[config.mk]
export PLATFORM = sky130hd
export DESIGN_NAME = dffram_bist
export DESIGN_NICKNAME = d
export VERILOG_FILES = /design/src/rtl/dffram_bist.sv
export SDC_FILE = /design/constraint.sdc
export NUM_CORES = 1
export LEC_CHECK = 0
export CAP_MARGIN = 20
export CORE_MARGIN = 2
export CORE_UTILIZATION = 45
export CTS_CLUSTER_SIZE = 14
export DETAILED_ROUTE_END_ITERATION = 12
export GPL_TIMING_DRIVEN = 0
export PLACE_DENSITY = 0.93
export SLEW_MARGIN = 20
export SYNTH_ARGS = -nofsm -noshare
export SYNTH_HDL_FRONTEND = slang
export SYNTH_SLANG_ARGS = --single-unit
export TNS_END_PERCENT = 5
[constraint.sdc]
create_clock -name CLK -period 3.9 [get_ports CLK]
set_input_delay 0.78 -clock CLK [delete_from_list [all_inputs] [get_ports CLK]]
set_output_delay 0.78 -clock CLK [all_outputs]
set_load 0.02 [all_outputs]
[src/rtl/dffram_bist.sv]
// March C- BIST initiator for one DFFRAM port; 256*COLS words of 32 bits.
// Optional second pass with checkerboard backgrounds when BIST_CHECKERBOARD_EN is defined.
module dffram_bist #(
  parameter int unsigned COLS = 1,
  localparam int unsigned AW = 8 + $clog2(COLS)
) (
  input  logic          CLK,
  input  logic          RESETn,
  input  logic          start,
  output logic          busy,
  output logic          done,
  output logic          pass,
  output logic [AW-1:0] fail_addr,
  output logic [31:0]   fail_data,
  output logic [31:0]   fail_exp,
  output logic          ram_EN,
  output logic [3:0]    ram_WE,
  output logic [AW-1:0] ram_A,
  output logic [31:0]   ram_Di,
  input  logic [31:0]   ram_Do
);

  localparam int unsigned N = 256 * COLS;
  localparam logic [AW-1:0] LastAddr = AW'(N - 1);
  localparam logic [AW-1:0] One = AW'(1);

  typedef enum logic [3:0] {
    StIdle, StM0, StM1, StM2, StM3, StM4, StM5, StFlush, StDone
  } state_e;

  state_e        state_q, state_d;
  logic [AW-1:0] addr_q, addr_d;
  logic          phase_q, phase_d;      // 0: read cycle, 1: write+compare cycle
  logic          cmp_valid_q, cmp_valid_d;
  logic [AW-1:0] cmp_addr_q, cmp_addr_d;
  logic          pass_q, pass_d;
  logic [AW-1:0] fail_addr_q, fail_addr_d;
  logic [31:0]   fail_data_q, fail_data_d;
  logic [31:0]   fail_exp_q, fail_exp_d;
  logic [31:0]   bg0, bg1;

`ifdef BIST_CHECKERBOARD_EN
  logic bg_q, bg_d;
  assign bg0 = bg_q ? 32'h5555_5555 : 32'h0000_0000;
  assign bg1 = bg_q ? 32'hAAAA_AAAA : 32'hFFFF_FFFF;
`else
  assign bg0 = 32'h0000_0000;
  assign bg1 = 32'hFFFF_FFFF;
`endif

  logic          do_cmp;
  logic [31:0]   exp_data;
  logic [AW-1:0] cmp_a;
  logic          desc, first_bg;
  state_e        next_march;

  always_comb begin
    state_d     = state_q;
    addr_d      = addr_q;
    phase_d     = phase_q;
    cmp_valid_d = 1'b0;
    cmp_addr_d  = cmp_addr_q;
    pass_d      = pass_q;
    fail_addr_d = fail_addr_q;
    fail_data_d = fail_data_q;
    fail_exp_d  = fail_exp_q;
`ifdef BIST_CHECKERBOARD_EN
    bg_d        = bg_q;
`endif
    ram_EN      = 1'b0;
    ram_WE      = 4'h0;
    ram_A       = '0;
    ram_Di      = 32'h0;
    do_cmp      = 1'b0;
    exp_data    = bg0;
    cmp_a       = addr_q;
    desc        = (state_q == StM3) || (state_q == StM4);
    first_bg    = (state_q == StM1) || (state_q == StM3);
    next_march  = StM5;

    unique case (state_q)
      StM1:    next_march = StM2;
      StM2:    next_march = StM3;
      StM3:    next_march = StM4;
      default: next_march = StM5;
    endcase

    unique case (state_q)
      StIdle, StDone: begin
        if (start) begin
          state_d     = StM0;
          addr_d      = '0;
          phase_d     = 1'b0;
          pass_d      = 1'b0;
          fail_addr_d = '0;
          fail_data_d = 32'h0;
          fail_exp_d  = 32'h0;
`ifdef BIST_CHECKERBOARD_EN
          bg_d        = 1'b0;
`endif
        end
      end
      StM0: begin
        ram_EN = 1'b1;
        ram_WE = 4'hF;
        ram_A  = addr_q;
        ram_Di = bg0;
        if (addr_q == LastAddr) begin
          addr_d  = '0;
          state_d = StM1;
        end else begin
          addr_d = addr_q + One;
        end
      end
      StM1, StM2, StM3, StM4: begin
        ram_EN = 1'b1;
        ram_A  = addr_q;
        if (phase_q) begin
          ram_WE   = 4'hF;
          ram_Di   = first_bg ? bg1 : bg0;
          exp_data = first_bg ? bg0 : bg1;
          do_cmp   = 1'b1;
          phase_d  = 1'b0;
          if (addr_q == (desc ? '0 : LastAddr)) begin
            state_d = next_march;
            // M3/M4 run descending and start from the top address.
            addr_d  = (state_q == StM2 || state_q == StM3) ? LastAddr : '0;
          end else begin
            addr_d = desc ? addr_q - One : addr_q + One;
          end
        end else begin
          phase_d = 1'b1;
        end
      end
      StM5: begin
        ram_EN      = 1'b1;
        ram_A       = addr_q;
        do_cmp      = cmp_valid_q;
        cmp_a       = cmp_addr_q;
        cmp_valid_d = 1'b1;
        cmp_addr_d  = addr_q;
        if (addr_q == LastAddr) begin
          state_d = StFlush;
        end else begin
          addr_d = addr_q + One;
        end
      end
      StFlush: begin
        do_cmp = 1'b1;
        cmp_a  = cmp_addr_q;
`ifdef BIST_CHECKERBOARD_EN
        if (!bg_q) begin
          state_d = StM0;
          addr_d  = '0;
          bg_d    = 1'b1;
        end else begin
          state_d = StDone;
          pass_d  = 1'b1;
        end
`else
        state_d = StDone;
        pass_d  = 1'b1;
`endif
      end
      default: state_d = StIdle;
    endcase

    // First mismatch wins: capture and abort on the next edge.
    if (do_cmp && (ram_Do != exp_data)) begin
      fail_addr_d = cmp_a;
      fail_data_d = ram_Do;
      fail_exp_d  = exp_data;
      pass_d      = 1'b0;
      state_d     = StDone;
    end
  end

  always_ff @(posedge CLK) begin
    if (!RESETn) begin
      state_q     <= StIdle;
      addr_q      <= '0;
      phase_q     <= 1'b0;
      cmp_valid_q <= 1'b0;
      cmp_addr_q  <= '0;
      pass_q      <= 1'b0;
      fail_addr_q <= '0;
      fail_data_q <= 32'h0;
      fail_exp_q  <= 32'h0;
`ifdef BIST_CHECKERBOARD_EN
      bg_q        <= 1'b0;
`endif
    end else begin
      state_q     <= state_d;
      addr_q      <= addr_d;
      phase_q     <= phase_d;
      cmp_valid_q <= cmp_valid_d;
      cmp_addr_q  <= cmp_addr_d;
      pass_q      <= pass_d;
      fail_addr_q <= fail_addr_d;
      fail_data_q <= fail_data_d;
      fail_exp_q  <= fail_exp_d;
`ifdef BIST_CHECKERBOARD_EN
      bg_q        <= bg_d;
`endif
    end
  end

  assign busy      = (state_q != StIdle) && (state_q != StDone);
  assign done      = (state_q == StDone);
  assign pass      = pass_q;
  assign fail_addr = fail_addr_q;
  assign fail_data = fail_data_q;
  assign fail_exp  = fail_exp_q;

endmodule

==> run_results.csv <==
group,metric,value,unit
clocking,clock_sinks,64,
power_and_ir_drop,vdd_ir_drop_max,0.000276,V
critical_path,end_kind,"output pin",
floorplan,dieArea,10200,um^2
grt,antenna_found_initial,0,
finish,num_antenna_cells,0,
logic_synthesis,ys_ff_latch,64,
floorplan,core-area,9200,um^2
clocking,clk_latency,0.36,ns
finish,final_cells,804,
hold_path,min_path_cells,2,
timing,fin_worst_skew,0.0129,ns
drt,viasPerCell,5.59,
timing,slew_headroom,36.1,%
finish,final_area,6120,um^2
drt,ant_nets,0,
hold_path,hp-class,"reg -> reg",
run_status,status,"finished, final reports clean",
drt,first_iter_violations,503,
timing,tightest_slew,0.958,ns
placed_design,dp.cells,788,
logic_synthesis,syn_inst,523,
timing,slew_viol_final,0,
drt,drc,0,
finish,final_nets,727,
timing,clock.fmax,274,MHz
critical_path,reg2reg_from,"state_q[2]",
grt,gr-total-overflow,0,
critical_path,r2r_end,"state_q[2]",
grt,grt_pass1_wl,19900,um
drt,wl_per_cell,16.0,um
grt,grt_max_degree,34,
timing,post-route-period-util,93.7,%
clocking,cts.path.max_buffers,2,
critical_path,crit_slowest_cell,"clkdlybuf4s50_1",
placed_design,portBuffers,153,
logic_synthesis,async_reset_ff_share,0,%
critical_path,worstSetupPathType,"reg -> out",
power_and_ir_drop,power,2320,uW
critical_path,critical_path.startpoint,"state_q[1]",
finish,multiInputGateArea,2250,um^2
power_and_ir_drop,p_leak,0.00227,uW
placed_design,gp_congestion,0.910,
critical_path,path_common_cell,"buf_6",
placed_design,place_ws,0.536,ns
timing,rsz0062_at_grt,"false",
logic_synthesis,syn_avg_cell_area,8.09,um^2
drt,routed_wl,12900,um
clocking,cts_buffers,9,
timing,finalHoldViolations,0,
logic_synthesis,synth_nets,562,
floorplan,die_y,101,um
grt,grt_pass1_vias,4080,
critical_path,cpPeakStageDelay,0.59,ns
clocking,cts_tree,"done",
logic_synthesis,synth_ff_type,"dfxtp_1",
critical_path,required,3.12,ns
power_and_ir_drop,power.density,378,nW/um^2
critical_path,endpoint,"ram_Di[21]",
floorplan,row_count,35,
placed_design,dp.final_hpwl,9670,um
logic_synthesis,synth_edf_count,0,
floorplan,start_util,46.0,%
critical_path,arrival,2.87,ns
timing,final-setup-viol-count,0,
grt,grt_usage,24.0,%
drt,dr.pass1.iters,5,
finish,layout-drive-gt1-share,16.7,%
critical_path,reg2reg_slack,0.56,ns
critical_path,cp_cell_sequence,"buf_6 > xor2_2 > and2_1 > nand2_1 > nor2_2 > buf_6 > buf_4 > clkdlybuf4s50_1",
logic_synthesis,ys_warn_count,0,
finish,final_common_cell,"clkdlybuf4s50_1",
timing,timing.final.ws_setup,0.247,ns
placed_design,place_area,5910,um^2
critical_path,start_kind,"register",
logic_synthesis,synth_cell_types,57,
logic_synthesis,ys_seq_area_share,30.3,%
clocking,cts_setup_buffers,0,
clocking,cts_root_buf,"clkbuf_8",
drt,vias,4496,
clocking,clk_pin_slew_worst_paths,0.08,ns
critical_path,cp_max_fo,27,
logic_synthesis,synth_area,4230,um^2
flow_run,maxCapViolations,0,
finish,nFillCells,710,
floorplan,dieWidth,101,um
floorplan,io_pins,155,
critical_path,ff2ff_path_depth,9,
timing,min_period,3.65,ns
finish,layout_common_cells,"clkdlybuf4s50_1, nand2_1, buf_4",
finish,area_growth,44.8,%
finish,seq_area,1280,um^2
clocking,ctsHtreeMaxLevel,3,
through the flow:
| step | utilization, % | hold slack, ns | setup TNS, ns |
|---|---|---|---|
| floorplan | - | 0.434 | 0 |
| global placement | 64.2 | 0.441 | -7.72 |
| detailed placement | 64.3 | 0.449 | 0 |
| CTS | 66.5 | 0.459 | 0 |
| global route | 66.6 | 0.484 | 0 |
| finish | 66.6 | 0.459 | 0 |
flip-flops by register name, summed over array words and instances, names as in the netlist:
signal	cells
fail_data	32
addr_q	8
cmp_addr_q	8
fail_addr	8
state_q	4
cmp_valid_q	1
fail_exp	1
pass	1
phase_q	1
kinds of logic (layout without fill, tap and decap cells):
family                   after synthesis  in the layout  synth area share, %
AO/OA/AOI/OAI                         64             64                 10.6
adder cells (fa/ha/maj)                5              5                 1.42
AND/OR/NAND/NOR                      215            215                 26.6
XOR/XNOR                               8              8                 1.66
flip-flops                            64             64                 30.3
multiplexers                          53             53                 12.8
buffers and inverters                114            284                 16.7
cell usage after synthesis, drive strengths merged (5+ instances only):
master,n,area (um^2)
clkbuf,26,97.6
dfxtp,64,1280
mux2i,45,450
a21oi,20,100
nand3,48,240
nand2,70,263
nor3,9,50.1
o21ai,9,45.0
and3,5,31.3
a211oi,7,52.6
and2,9,58.8
buf,80,577
inv,6,22.5
nor2,18,70.1
nor4,15,100
or4,8,67.6
nand4,15,93.8
mux2,8,90.1
area by class of cell:
class                      instances  share of cell area (%)
buffer                           106                    11.0
sequential                        64                    20.9
multi-input combinational        345                    36.8
inverter                           8                   0.490
timing repair buffer             154                    25.2
clock buffer                       9                    2.02
clock inverter                     7                    1.29
tap                              111                    2.27
per-layer routing:
layer	share of wire, %	track usage, %
met1	41	31.0
met2	48	39.4
met3	8.3	4.09
met5	0	0
met4	2.6	10.5
worst max-delay path, delay by kind of cell, from the launching register on:
family / cells / cell delay [ns]
xor+xnor: 1 / 0.23
buf+inv: 4 / 1.16
flops: 1 / 0.46
simple gates: 3 / 0.65
worst min-delay path by stage:
stage                  startpoint       endpoint  slack [ns]
floorplan           cmp_addr_q[0]  cmp_addr_q[0]        0.43
global placement    cmp_addr_q[3]  cmp_addr_q[3]        0.44
detailed placement  cmp_addr_q[7]  cmp_addr_q[7]        0.45
CTS                 cmp_addr_q[7]  cmp_addr_q[7]        0.46
global route        cmp_addr_q[7]  cmp_addr_q[7]        0.48
finish              cmp_addr_q[0]  cmp_addr_q[0]        0.46
power breakdown:
group          internal [uW]  switching, uW
sequential               691           38.1
clock                    300            304
combinational            426            555
total                   1420            898
what timing repair did:
action | CTS | global route
endpoints found under the hold margin | 0 | 0
gates resized for setup | 0 | 1
endpoints found under the setup margin | 0 | 11
hold buffers | 0 | 0
No activity file was read; power rests on OpenSTA's default activity.
